**src/rtl/r2b_tile_scheduler.sv**
```systemverilog
// Tile sequencer for one r2b_converter_h: arms the converter, streams ROW input rows,
// then frames converter output beats into MAC slices with first/last markers.
module r2b_tile_scheduler #(
  parameter int unsigned ROW         = 256,
  parameter int unsigned COL         = 64,
  parameter int unsigned BLOCK_SIZE  = 2,
  parameter int unsigned NUM_CORES_H = 1,
  parameter int unsigned TILE_W      = 8,
  parameter int unsigned TIMEOUT     = 8192
) (
  input  logic              clk,
  input  logic              rst,
  input  logic              start,
  input  logic              abort,
  input  logic [TILE_W-1:0] num_tiles,
  input  logic              src_valid,
  output logic              src_ready,
  output logic              cnv_en,
  output logic              cnv_in_valid,
  output logic              cnv_soft_rst,
  input  logic              cnv_output_ready,
  input  logic              cnv_slice_done,
  input  logic              cnv_buffer_done,
  output logic              mac_valid,
  output logic              mac_first,
  output logic              mac_last,
  output logic              busy,
  output logic              done,
  output logic              err_timeout,
  output logic              err_count
);

  localparam int unsigned BEATS_PER_SLICE = ROW / BLOCK_SIZE;
  localparam int unsigned SLICES          = COL / (BLOCK_SIZE * NUM_CORES_H);
  localparam int unsigned TOTAL_BEATS     = BEATS_PER_SLICE * SLICES;

  localparam int unsigned RW = $clog2(ROW + 1);
  localparam int unsigned BW = $clog2(BEATS_PER_SLICE + 1);
  localparam int unsigned SW = $clog2(SLICES + 1);
  localparam int unsigned TW = $clog2(TOTAL_BEATS + 2);
  localparam int unsigned WW = $clog2(TIMEOUT + 1);

  localparam logic [RW-1:0] ROW_LAST  = RW'(ROW - 1);
  localparam logic [BW-1:0] BEAT_LAST = BW'(BEATS_PER_SLICE - 1);
  localparam logic [TW-1:0] TOT_FULL  = TW'(TOTAL_BEATS);
  localparam logic [TW-1:0] TOT_SAT   = TW'(TOTAL_BEATS + 1);
  localparam logic [WW-1:0] WD_LAST   = WW'(TIMEOUT - 1);

  typedef enum logic [2:0] {S_IDLE, S_ARM, S_FILL, S_DRAIN, S_DONE} state_t;

  state_t            state_q, state_d;
  logic [TILE_W-1:0] num_tiles_q, num_tiles_d;
  logic [TILE_W-1:0] tile_cnt_q, tile_cnt_d;
  logic [RW-1:0]     row_cnt_q, row_cnt_d;
  logic [BW-1:0]     beat_cnt_q, beat_cnt_d;
  logic [SW-1:0]     slice_cnt_q, slice_cnt_d;
  logic [TW-1:0]     tot_cnt_q, tot_cnt_d;
  logic [WW-1:0]     wd_cnt_q, wd_cnt_d;
  logic              err_timeout_q, err_timeout_d;
  logic              err_count_q, err_count_d;

  // Slice boundaries are derived from our own beat count; the converter flag is informational.
  logic unused_slice_done;
  assign unused_slice_done = cnv_slice_done;

  assign busy         = (state_q != S_IDLE);
  assign src_ready    = (state_q == S_FILL);
  assign cnv_en       = (state_q == S_ARM);
  assign cnv_in_valid = src_valid & src_ready;
  assign cnv_soft_rst = abort & busy;
  assign mac_valid    = (state_q == S_DRAIN) & cnv_output_ready;
  assign mac_first    = mac_valid & (beat_cnt_q == '0);
  assign mac_last     = mac_valid & (beat_cnt_q == BEAT_LAST);
  assign done         = (state_q == S_DONE);
  assign err_timeout  = err_timeout_q;
  assign err_count    = err_count_q;

  always_comb begin
    state_d       = state_q;
    num_tiles_d   = num_tiles_q;
    tile_cnt_d    = tile_cnt_q;
    row_cnt_d     = row_cnt_q;
    beat_cnt_d    = beat_cnt_q;
    slice_cnt_d   = slice_cnt_q;
    tot_cnt_d     = tot_cnt_q;
    wd_cnt_d      = wd_cnt_q;
    err_timeout_d = err_timeout_q;
    err_count_d   = err_count_q;

    if (busy && abort) begin
      state_d = S_IDLE;
    end else begin
      unique case (state_q)
        S_IDLE: begin
          if (start && !abort) begin
            err_timeout_d = 1'b0;
            err_count_d   = 1'b0;
            if (num_tiles != '0) begin
              num_tiles_d = num_tiles;
              tile_cnt_d  = '0;
              state_d     = S_ARM;
            end else begin
              state_d = S_DONE;
            end
          end
        end
        S_ARM: begin
          row_cnt_d   = '0;
          beat_cnt_d  = '0;
          slice_cnt_d = '0;
          tot_cnt_d   = '0;
          wd_cnt_d    = '0;
          state_d     = S_FILL;
        end
        S_FILL: begin
          if (cnv_in_valid) begin
            row_cnt_d = row_cnt_q + 1'b1;
            if (row_cnt_q == ROW_LAST) state_d = S_DRAIN;
          end
        end
        S_DRAIN: begin
          wd_cnt_d = wd_cnt_q + 1'b1;
          if (mac_valid) begin
            if (beat_cnt_q == BEAT_LAST) begin
              beat_cnt_d  = '0;
              slice_cnt_d = slice_cnt_q + 1'b1;
            end else begin
              beat_cnt_d = beat_cnt_q + 1'b1;
            end
            if (tot_cnt_q != TOT_SAT) tot_cnt_d = tot_cnt_q + 1'b1;
          end
          // tot_cnt_d already includes a beat landing together with buffer_done.
          if (cnv_buffer_done) begin
            if (tot_cnt_d != TOT_FULL) err_count_d = 1'b1;
            tile_cnt_d = tile_cnt_q + 1'b1;
            state_d    = (tile_cnt_q == num_tiles_q - 1'b1) ? S_DONE : S_ARM;
          end else if (wd_cnt_q == WD_LAST) begin
            err_timeout_d = 1'b1;
            state_d       = S_DONE;
          end
        end
        S_DONE:  state_d = S_IDLE;
        default: state_d = S_IDLE;
      endcase
    end
  end

  always_ff @(posedge clk) begin
    if (rst) begin
      state_q       <= S_IDLE;
      num_tiles_q   <= '0;
      tile_cnt_q    <= '0;
      row_cnt_q     <= '0;
      beat_cnt_q    <= '0;
      slice_cnt_q   <= '0;
      tot_cnt_q     <= '0;
      wd_cnt_q      <= '0;
      err_timeout_q <= 1'b0;
      err_count_q   <= 1'b0;
    end else begin
      state_q       <= state_d;
      num_tiles_q   <= num_tiles_d;
      tile_cnt_q    <= tile_cnt_d;
      row_cnt_q     <= row_cnt_d;
      beat_cnt_q    <= beat_cnt_d;
      slice_cnt_q   <= slice_cnt_d;
      tot_cnt_q     <= tot_cnt_d;
      wd_cnt_q      <= wd_cnt_d;
      err_timeout_q <= err_timeout_d;
      err_count_q   <= err_count_d;
    end
  end

endmodule
```
**config.mk**
```make
export PLATFORM = sky130hd
export DESIGN_NAME = r2b_tile_scheduler
export DESIGN_NICKNAME = d
export VERILOG_FILES = /design/src/rtl/r2b_tile_scheduler.sv
export SDC_FILE = /design/constraint.sdc
export NUM_CORES = 1
export LEC_CHECK = 0
export BUFFER_PORTS_ARGS = -buffer_cell sky130_fd_sc_hd__buf_2
export CAP_MARGIN = 5
export CORE_MARGIN = 2
export CORE_UTILIZATION = 56
export CTS_BUF_LIST = sky130_fd_sc_hd__clkbuf_4 sky130_fd_sc_hd__clkbuf_8
export CTS_CLUSTER_DIAMETER = 120
export DETAILED_ROUTE_END_ITERATION = 7
export MAX_ROUTING_LAYER = met4
export PLACE_DENSITY = 0.78
export SETUP_SLACK_MARGIN = 0.02
export SLEW_MARGIN = 5
export SYNTH_ARGS = -nofsm -noshare
export SYNTH_HDL_FRONTEND = slang
export SYNTH_SLANG_ARGS = --single-unit
```
**constraint.sdc**
```tcl
create_clock -name clk -period 2 [get_ports clk]
set_clock_uncertainty 0.15 [all_clocks]
set_input_delay 0 -clock clk [delete_from_list [all_inputs] [get_ports clk]]
set_output_delay 0 -clock clk [all_outputs]
set_load 0.03 [all_outputs]
```
==> summary.txt, run 1 <==
Total power: 2.61 mW
Largest family of logic cells by synthesized area: simple AND/OR/NAND/NOR gates
Worst slew pin tran: 374 ps
DRC viols: 0
# port buffers: 25
Cell Count, Final, Fillers Out: 601
Relative slew slack: 74.8%
Pwr dens: 553 nW/um^2
Syn Std Cell Area: 3550 sq um
Critical Path AT: 2220 ps
Metal2 WL: 4660 microns
Largest net degree at the start of global routing: 20
CTS tree: yes
Req. time, crit path: 2060 ps
Die footprint: 6990 sq um
Fin nets: 546
Final worst slack: -160 ps
Slew Limit Fails: 0
Boundary Pins: 27
Avg Cell Area, Syn: 8.06 sq um
Overall Global Routing Usage: 27.2%
Status: finished, violations left
Synth Area in Compound Gates: 9.91%
Reg-to-Reg End: err_count$_SDFFE_PP0P_
Clock Sinks: 65
Worst-Skew Late Latency: 350 ps
Hold Crit Class: primary input to flip-flop
Distinct cells, synth: 52
Synth warn: 0
Flops & latches, synth: 65
Area growth syn-to-layout: 32.8%
Number of synthesized flops with an enable pin: 0
Initial antenna violation count: 0
Total of max-cap violations: 0
Minimum clock period: 2160 ps
Critical path class: flip-flop to flip-flop
Post-route clock period utilization: 108%
Starting density of the core: 58.9%
CTS root buffer: clkbuf_8
Min-delay src: num_tiles[6]
H-tree depth reported by CTS: 3
Element type at the critical path start: flip-flop
Ys flop type: dfxtp_1
Iteration-0 DRC Markers: 236
CORE AREA: 6030 sq um
Remaining Overflow, GRT: 0
Vias in the first global route: 3386
VDD IR max: 0.608 mV
WL met1: 4090 microns
Vias per inst: 5.94
Post-Synth Simple-Gate Area: 31.9%
Layout fillers: 358
Post-Syn Nets: 465
RePlAce Congestion: 0.921
Post-DR wirelength/cell: 15.8 microns
Ys async rst share: 0%
Crit path max fanout: 3
P_leak: 1.89 nW
RSZ-0062 raised after global routing: yes
Wire length of the first global-routing pass: 15300 microns
# diodes: 0
Clock transition at path regs: 70 ps
Die Y: 83.6 microns
Fin. Hold Viols: 0
Fmax: 0.463 GHz
Via Count: 3570
R2R depth: 7
Failing checks: setup timing
Hold-critical path depth: 4
Sequential-to-total area share from yosys stat: 36.7%
Layout cells sized above 1: 29.8%
DP Cell Count: 568
Post-Synth XOR/XNOR Area: 12.1%
Met3 WL post-DR: 564 microns
Post-synthesis mux area share: 2.82%
1st-pass router iterations: 5
DRT Wirelength: 9520 microns
Top routing layer in use: met4
Num CTS Buffers: 9
Cell Rows: 28
Die width: 83.6 microns
Crit path capture type: flip-flop
Pre-CTS setup slack: -99.5 ps
Final setup fails: 15
Maximum clock insertion buffer count: 2
Post-synthesis adder-cell area fraction: 3.17%
Hold Path End: num_tiles_q[6]$_SDFFE_PP0P_
Reg-to-Reg Start: tot_cnt_q[0]$_SDFFE_PP0P_
Post-route ant nets: 0
R2R setup slack: -160 ps
Gate Count Post-Synth: 440
Final HPWL DP: 5760 microns
==> per-layer routing <==
metal | global-route usage, % | up-vias
met2 | 43.7 | 136
met1 | 33.4 | 1704
met5 | - | -
li1 | - | 1706
met3 | 5.84 | 24
met4 | 10.7 | 0
==> cells in the final DEF (no fill, tap or decap), drive strengths merged, types with 2 or more instances in the layout <==
master	instances
a211oi	2
nand3	20
nand2	33
or2	2
or3	4
a22oi	3
dlygate4sd3	11
a211o	2
clkinv	4
and3	6
xnor2	19
or3b	3
xor2	30
or4	3
nor3	21
clkbuf	13
mux2i	10
a311oi	6
and2	3
nor2	81
inv	11
nor4	11
a21o	2
a31oi	2
nor2b	4
nor3b	3
buf	76
nor4bb	2
o21ai	14
a21oi	15
ha	9
dfxtp	65
dlymetal6s4s	2
nand4	14
nand2b	5
nand3b	2
==> layout make-up <==
type	instances	area (sq um)	area share, %
multi-input combinational	344	2410	51.2
sequential	65	1320	28.0
timing repair buffer	90	678	14.4
clock buffer	12	146	3.11
tap	75	93.8	1.99
inverter	11	41.3	0.877
clock inverter	4	20.0	0.425
==> worst max-delay path, stage by stage (launching register included) <==
cell     delay, ps
dfxtp_4        360
ha_4           130
and3_4         180
or4b_4         500
nor3_4         230
xnor2_2        110
nor4_2         200
a41oi_1        160
==> flip-flops by register name (all words and copies together), names as in the netlist <==
name,flops
beat_cnt_q,8
err_count,1
err_timeout,1
num_tiles_q,8
row_cnt_q,9
state_q,3
tile_cnt_q,8
tot_cnt_q,13
wd_cnt_q,14
==> Yosys cell counts, types with 2 or more instances <==
| master | instances | share of area, % |
|---|---|---|
| nand2_1 | 33 | 3.5 |
| nor2_1 | 81 | 8.6 |
| a22oi_1 | 3 | 0.63 |
| inv_1 | 11 | 1.2 |
| dfxtp_1 | 65 | 37 |
| or3b_1 | 2 | 0.49 |
| nor4_1 | 11 | 1.9 |
| nor4bb_1 | 2 | 0.56 |
| and2_1 | 3 | 0.53 |
| a211o_1 | 2 | 0.49 |
| or4_1 | 3 | 0.63 |
| nand4_1 | 14 | 2.5 |
| nand3b_1 | 2 | 0.42 |
| mux2i_1 | 10 | 2.8 |
| and3_1 | 6 | 1.1 |
| a21o_1 | 2 | 0.42 |
| ha_1 | 9 | 3.2 |
| nor2b_1 | 4 | 0.71 |
| nor3_2 | 2 | 0.56 |
| nor3b_1 | 2 | 0.42 |
| nor3_1 | 19 | 2.7 |
| a21oi_1 | 14 | 2.0 |
| nand2b_1 | 5 | 0.88 |
| clkbuf_1 | 15 | 1.6 |
| a31oi_1 | 2 | 0.35 |
| a211oi_1 | 2 | 0.42 |
| xnor2_1 | 19 | 4.7 |
| or3_1 | 4 | 0.71 |
| buf_2 | 4 | 0.56 |
| xor2_1 | 30 | 7.4 |
| nand3_1 | 20 | 2.8 |
| a311oi_1 | 6 | 1.5 |
| o21ai_0 | 14 | 2.0 |
==> cell families after synthesis <==
family          after synthesis
fa+ha+maj                     9
compound gates               54
simple gates                222
flops                        65
xor+xnor                     49
mux                          10
buf+inv                      31
==> power by group <==
part / total [mW] / switching (mW) / internal (mW) / leakage (nW)
clock: 0.992 / 0.509 / 0.483 / 0.0942
combinational: 0.288 / 0.152 / 0.137 / 1.27
sequential: 1.33 / 0.0204 / 1.31 / 0.531
total: 2.61 / 0.681 / 1.93 / 1.89
==> timing repair <==
item / CTS / global route
pin swaps: 7 / 19
setup buffers: 2 / 6
endpoints found under the hold margin: 15 / 1
hold buffers: 12 / 1
gates resized for setup: 14 / 54
endpoints found under the setup margin: 22 / 44
==> through the flow <==
step	hold slack (ps)	utilization, %	cell area, sq um	TNS (ps)
after floorplan	-39.4	-	3580	-4.35
after global placement	92.8	67.6	4080	-284
after detailed placement	106	67.6	4080	-411
after CTS	45.8	73.7	4440	-165
after global routing	28.0	78.2	4710	-1690
final	16.9	78.2	4710	-514
==> worst max-delay path by stage <==
stage	start	end	slack (ps)
6_report	tot_cnt_q[0]$_SDFFE_PP0P_	err_count$_SDFFE_PP0P_	-160
5_1_grt	tot_cnt_q[5]$_SDFFE_PP0P_	err_count$_SDFFE_PP0P_	-220
4_1_cts	tot_cnt_q[0]$_SDFFE_PP0P_	err_count$_SDFFE_PP0P_	-110
3_5_place_dp	state_q[1]$_SDFFE_PP0P_	err_count$_SDFFE_PP0P_	-100
3_3_place_gp	tot_cnt_q[1]$_SDFFE_PP0P_	err_count$_SDFFE_PP0P_	-90
2_1_floorplan	state_q[2]$_SDFFE_PP0P_	err_count$_SDFFE_PP0P_	-4
No activity file was read; power rests on OpenSTA's default activity.
==> run 2, diff against run 1 <==
--- a/config.mk
+++ b/config.mk
@@ -9,7 +9,7 @@
 export CAP_MARGIN = 5
 export CORE_MARGIN = 2
 export CORE_UTILIZATION = 56
-export CTS_BUF_LIST = sky130_fd_sc_hd__clkbuf_4 sky130_fd_sc_hd__clkbuf_8
+export CTS_BUF_LIST = sky130_fd_sc_hd__clkbuf_4
 export CTS_CLUSTER_DIAMETER = 120
 export DETAILED_ROUTE_END_ITERATION = 7
 export MAX_ROUTING_LAYER = met4
==> run 2 against run 1 <==
Effect of this change:
- the run still ends with setup timing left
- cell count grew 0.17%
- total power shrank 8.7%
- sequential share of layout area up 0.44 points
- critical path depth is 2 higher
- final area fell by 1.1%
- die area is the same
- clock power fell by 23%
- register-to-register slack improved by 60 ps
- worst setup slack gained 57 ps
- global-route usage shrank 1.3 points
- non-clock buffer count increased by 1
==> summary.txt, run 2 (synthesized netlist as in run 1, its figures left out) <==
Status: finished, violations left
Failing checks: setup timing
Die footprint: 6990 sq um (unchanged)
Minimum clock period: 2100 ps (-57.1 ps)
Worst-Skew Late Latency: 430 ps (+80 ps)
Initial antenna violation count: 0 (unchanged)
Relative slew slack: 74.8% (about the same)
Die Y: 83.6 microns (unchanged)
Cell Count, Final, Fillers Out: 602 (+0.17%)
Largest net degree at the start of global routing: 20 (unchanged)
Fin. Hold Viols: 0 (unchanged)
Via Count: 3556 (-0.39%)
Remaining Overflow, GRT: 0 (unchanged)
Top routing layer in use: met4
Commonest non-fill, non-tap cell in the layout: nor2_1
Total of max-cap violations: 0 (unchanged)
Top Registers: wd_cnt_q: 14 flops, tot_cnt_q: 13 flops, row_cnt_q: 9 flops
Critical Path AT: 2330 ps (+110 ps)
Critical path class: flip-flop to flip-flop
VDD IR max: 0.462 mV (-24%)
CORE AREA: 6030 sq um (unchanged)
Reg with most FFs: wd_cnt_q
# port buffers: 25 (unchanged)
DRC viols: 0 (unchanged)
# diodes: 0 (unchanged)
Delay-heaviest family, CP: simple AND/OR/NAND/NOR gates
DP Area: 4080 sq um (unchanged)
Num CTS Buffers: 9 (unchanged)
RePlAce Congestion: 0.921 (unchanged)
Layout cells sized above 1: 29.2% (-0.63 points)
Crit path capture type: flip-flop
Post-DR wirelength/cell: 15.5 microns (-2.2%)
Vias per inst: 5.91 (-0.56%)
Final HPWL DP: 5760 microns (unchanged)
Critical Path, Cell by Cell: and3_4 -> nand2_2 -> nor2_2 -> ha_2 -> a311oi_2 -> or4_4 -> buf_6 -> nor3_2 -> a211o_1
P_leak: 1.89 nW (-0.10%)
Worst slew pin tran: 377 ps (+3.58 ps)
Req. time, crit path: 2220 ps (+160 ps)
Clock Sinks: 65 (unchanged)
Largest stage delay, worst path: 470 ps (-30 ps)
Setup_tns: -391 ps (+124 ps)
Iteration-0 DRC Markers: 289 (+22%)
Met3 WL post-DR: 481 microns (-15%)
Buf/Inv on CP: 1 (+1)
Layout fillers: 396 (+11%)
1st-pass router iterations: 5 (unchanged)
Element type at the critical path start: flip-flop
DRT Wirelength: 9320 microns (-2.1%)
DP Cell Count: 568 (unchanged)
Most frequent cells in the layout: nor2_1 (77), dfxtp_1 (53), buf_4 (46)
Final setup fails: 7 (-8)
Design area: 4660 sq um (-1.1%)
Clock transition at path regs: 110 ps (+40 ps)
Maximum clock insertion buffer count: 2 (unchanged)
Post-route clock period utilization: 105% (-2.9 points)
Fin nets: 547 (+0.18%)
Die width: 83.6 microns (unchanged)
Max FFs per register: 14 (unchanged)
Crit path max fanout: 3 (unchanged)
Hold Crit Class: primary input to flip-flop
Boundary Pins: 27 (unchanged)
Fmax: 0.475 GHz (+2.7%)
H-tree depth reported by CTS: 3 (unchanged)
Final worst slack: -103 ps (+57.1 ps)
CTS root buffer: clkbuf_4
WL met1: 4130 microns (+1.0%)
Slew Limit Fails: 0 (unchanged)
Area growth syn-to-layout: 31.3%
Starting density of the core: 58.9% (unchanged)
Hold_ws: 63.1 ps (+46.1 ps)
CTS tree: yes
RSZ-0062 raised after global routing: yes
Overall Global Routing Usage: 25.9% (-1.3 points)
FF+latch area: 1330 sq um (+0.47%)
Slowest CP cell: or4_4
Footprint of the multi-input gates: 2390 sq um (-0.67%)
Metal2 WL: 4500 microns (-3.4%)
Pwr dens: 511 nW/um^2 (-7.7%)
Wire length of the first global-routing pass: 14600 microns (-4.5%)
Post-route ant nets: 0 (unchanged)
Vias in the first global route: 3307 (-2.3%)
Cell Rows: 28 (unchanged)
-- run 2: cell count changes in the layout (fill, tap and decap cells not counted), sizes merged --
cell / delta
clkbuf: -1
dlygate4sd3: +2
dlymetal6s4s: -2
buf: +2
-- run 2: path summary, 6_finish.rpt --
path | start | end | slack (ps) | depth (start not counted)
setup / recovery | row_cnt_q[5]$_SDFFE_PP0P_ | state_q[0]$_SDFFE_PP0P_ | -100 | 9
hold / removal | cnv_output_ready | tot_cnt_q[3]$_SDFFE_PP0P_ | 60 | 6
setup reg to reg | row_cnt_q[5]$_SDFFE_PP0P_ | state_q[0]$_SDFFE_PP0P_ | -100 | 9
hold reg to reg | wd_cnt_q[0]$_SDFFE_PP0P_ | wd_cnt_q[0]$_SDFFE_PP0P_ | 320 | 1
-- run 2: layout make-up --
type,count,area share (%)
multi-input combinational,344,51.4
sequential,65,28.5
timing repair buffer,91,14.9
tap,75,2.01
clock buffer,12,1.93
inverter,11,0.886
clock inverter,4,0.430
-- run 2: repair_timing --
action                                  in CTS  in global routing
hold endpoints to repair                    35                  0
endpoints found under the setup margin      18                 42
setup buffers                                2                  3
pin swaps                                    2                 15
resized for setup                           15                 58
hold buffers                                13                  0
-- run 2: worst min-delay path: stages --
cell and delay (ps):
buf_2 130, nand4b_4 100, buf_8 140, nor4_1 60, a21oi_1 120, nor2_1 50
-- run 2: power by group --
group,switching [mW],internal (mW)
registers,0.0202,1.30
logic,0.152,0.137
clock network,0.478,0.290
-- run 2: metrics by stage --
stage	setup slack, ps	util [%]	power, mW
finish	-103	77.3	2.38
global route	-200	77.3	2.46
CTS	-74.8	72.9	2.36
detailed placement	-99.5	67.6	1.58
global placement	-92.3	67.6	1.58
floorplan	-4.35	-	1.50
-- run 2: routing by layer --
metal	global-route usage [%]	up-vias
met2	41.8	126
li1	-	1708
met3	5.54	30
met4	9.24	0
met5	-	-
met1	32.0	1692
==> run 3, diff against run 2 <==
--- a/config.mk
+++ b/config.mk
@@ -8,12 +8,11 @@
 export BUFFER_PORTS_ARGS = -buffer_cell sky130_fd_sc_hd__buf_2
 export CAP_MARGIN = 5
 export CORE_MARGIN = 2
-export CORE_UTILIZATION = 56
+export CORE_UTILIZATION = 30
 export CTS_BUF_LIST = sky130_fd_sc_hd__clkbuf_4
 export CTS_CLUSTER_DIAMETER = 120
 export DETAILED_ROUTE_END_ITERATION = 7
 export MAX_ROUTING_LAYER = met4
-export PLACE_DENSITY = 0.78
 export SETUP_SLACK_MARGIN = 0.02
 export SLEW_MARGIN = 5
 export SYNTH_ARGS = -nofsm -noshare
==> constraint.sdc (replaced) <==
create_clock -name clk -period 2.6 [get_ports clk]
set_clock_uncertainty 0.15 [all_clocks]
set_input_delay 0 -clock clk [delete_from_list [all_inputs] [get_ports clk]]
set_output_delay 0 -clock clk [all_outputs]
set_load 0.03 [all_outputs]
==> run 3 against run 2 <==
Effect of this change:
- the flow now finishes without violations
- wire length is 10% lower
- die area is 82% higher
- sequential power is 23% lower
- worst setup slack better by 180 ps
- core utilization is 40 points lower
- total power is 21% lower
- first-iteration DRC count is 25% lower
- final area is 9.3% lower
- worst hold slack better by 190 ps
==> summary.txt, run 3 (synthesized netlist as in run 1, its figures left out) <==
Status: finished clean
DP Area: 3850 sq um (-5.5%)
H-tree depth reported by CTS: 3 (unchanged)
Final Util: 36.8% (-40 points)
Min-delay src: cnv_buffer_done
P_leak: 1.64 nW (-13%)
Slew Limit Fails: 0 (unchanged)
Clock Sinks: 65 (unchanged)
Relative slew slack: 55.2% (-20 points)
Fmax: 0.396 GHz
Top routing layer in use: met4
Maximum clock insertion buffer count: 2 (unchanged)
Vias in the first global route: 3072 (-7.1%)
Most frequent cells in the layout: nor2_1 (81), dfxtp_1 (65), nand2_1 (33)
Total of max-cap violations: 0 (unchanged)
Final worst slack: 75.2 ps (+178 ps)
Boundary Pins: 27 (unchanged)
Met3 WL post-DR: 231 microns (-52%)
Worst slew pin tran: 669 ps (+292 ps)
Metal2 WL: 3960 microns (-12%)
WL met1: 4000 microns (-3.1%)
DRC viols: 0 (unchanged)
Critical path class: primary input to flip-flop
RSZ-0062 raised after global routing: no
Worst-Skew Late Latency: 420 ps (about the same)
Slowest CP cell: or4_1
Layout cells sized above 1: 12.1% (-17 points)
Buf/Inv on CP: 4 (+3)
Max FFs per register: 14 (unchanged)
Hold-critical path depth: 3 (-3)
Crit path capture type: flip-flop
Post-route ant nets: 0 (unchanged)
Cell Rows: 39 (+39%)
Post-DR wirelength/cell: 13.1 microns (-15%)
Commonest non-fill, non-tap cell in the layout: nor2_1
Fin nets: 516 (-5.7%)
Reg-to-Reg Start: tot_cnt_q[0]$_SDFFE_PP0P_
Final HPWL DP: 5930 microns (+2.9%)
Reg-to-Reg End: err_count$_SDFFE_PP0P_
Delay-heaviest family, CP: buffers and inverters
Post-route clock period utilization: 97.1%
Crit path max fanout: 4 (+1)
Die footprint: 12700 sq um (+82%)
CORE AREA: 11500 sq um (+90%)
Hold Path End: state_q[2]$_SDFFE_PP0P_
Clock transition at path regs: 110 ps (about the same)
Area growth syn-to-layout: 19.1%
Remaining Overflow, GRT: 0 (unchanged)
R2R depth: 7 (-2)
Pre-CTS setup slack: 265 ps (+365 ps)
CTS root buffer: clkbuf_4
VDD IR max: 0.215 mV (-53%)
Element type at the critical path start: primary input
DRT Wirelength: 8360 microns (-10%)
Die width: 113 microns (+35%)
Total power: 1.88 mW (-21%)
Req. time, crit path: 2780 ps (+560 ps)
Reg with most FFs: wd_cnt_q
Starting density of the core: 30.9% (-28 points)
Wire length of the first global-routing pass: 14300 microns (-2.5%)
R2R setup slack: 210 ps (+310 ps)
CTS tree: yes
Crit-path most repeated cell: dlygate4sd3_1
Via Count: 3193 (-10%)
Critical Path, Cell by Cell: dlygate4sd3_1 -> buf_2 -> or4_1 -> or2_1 -> nand4_1 -> buf_4 -> mux2i_1 -> nor2_1 -> dlygate4sd3_1
Hold_ws: 248 ps (+185 ps)
1st-pass router iterations: 4 (-1)
Die Y: 113 microns (+35%)
Design area: 4220 sq um (-9.3%)
Hold Crit Class: primary input to flip-flop
# diodes: 0 (unchanged)
Overall Global Routing Usage: 14.2% (-12 points)
Iteration-0 DRC Markers: 218 (-25%)
Fin. Hold Viols: 0 (unchanged)
Initial antenna violation count: 0 (unchanged)
Num CTS Buffers: 9 (unchanged)
RePlAce Congestion: 0.858 (-6.8%)
Largest net degree at the start of global routing: 23 (+15%)
Critical Path AT: 2700 ps (+370 ps)
Pwr dens: 445 nW/um^2 (-13%)
Top Registers: wd_cnt_q: 14 flops, tot_cnt_q: 13 flops, row_cnt_q: 9 flops
Cell Count, Final, Fillers Out: 639 (+6.1%)
Largest stage delay, worst path: 550 ps (+80 ps)
DP Cell Count: 599 (+5.5%)
Setup_tns: 0 ps (+391 ps)
Final setup fails: 0 (-7)
Minimum clock period: 2520 ps
Vias per inst: 5.00 (-15%)
# port buffers: 25 (unchanged)
-- run 3: cell count changes in the layout (fill, tap and decap cells not counted), moves of 4 or more --
cell,previous run,this run
dlygate4sd3_1,13,22
buf_4,46,13
nor4_1,6,11
nor3_4,4,0
buf_6,6,0
nor2_1,77,81
dfxtp_1,53,65
nor3_1,13,19
ha_1,4,9
nor4_2,4,0
dfxtp_2,8,0
dfxtp_4,4,0
-- run 3: what timing repair did --
| item | 4_1_cts | 5_1_grt |
|---|---|---|
| setup buffers | 0 | 2 |
| setup endpoints to repair | 0 | 5 |
| gates resized for setup | 0 | 1 |
| hold buffers | 21 | 1 |
| endpoints found under the hold margin | 30 | 1 |
-- run 3: layout make-up --
class	instances	area (sq um)
clock buffer	11	82.6
clock inverter	5	46.3
fill	1178	7240
inverter	11	41.3
multi-input combinational	344	2130
sequential	65	1300
tap	143	179
timing repair buffer	60	443
-- run 3: worst min-delay path: stages --
cell and delay, ps:
dlygate4sd3_1 520, buf_2 150, a311oi_1 100
-- run 3: power breakdown --
group	switching, mW	total (mW)	internal, mW
sequential	0.0124	1.02	1.01
clock	0.367	0.671	0.304
combinational	0.102	0.191	0.0891
total	0.481	1.88	1.40
-- run 3: worst max path at each step --
| stage | slack [ps] | endpoint | cells after the start | startpoint |
|---|---|---|---|---|
| 3_5_place_dp | 270 | err_count$_SDFFE_PP0P_ | 7 | tot_cnt_q[0]$_SDFFE_PP0P_ |
| 2_1_floorplan | 480 | err_count$_SDFFE_PP0P_ | 7 | tot_cnt_q[0]$_SDFFE_PP0P_ |
| 5_1_grt | 10 | num_tiles_q[3]$_SDFFE_PP0P_ | 9 | num_tiles[4] |
| 6_report | 80 | num_tiles_q[3]$_SDFFE_PP0P_ | 9 | num_tiles[4] |
| 4_1_cts | 40 | num_tiles_q[2]$_SDFFE_PP0P_ | 9 | num_tiles[5] |
| 3_3_place_gp | 290 | err_count$_SDFFE_PP0P_ | 7 | tot_cnt_q[0]$_SDFFE_PP0P_ |
-- run 3: routing by layer --
layer	global-route usage, %	up-vias
li1	-	1644
met1	17.6	1493
met2	22.6	44
met4	6.91	0
met5	-	-
met3	2.25	12
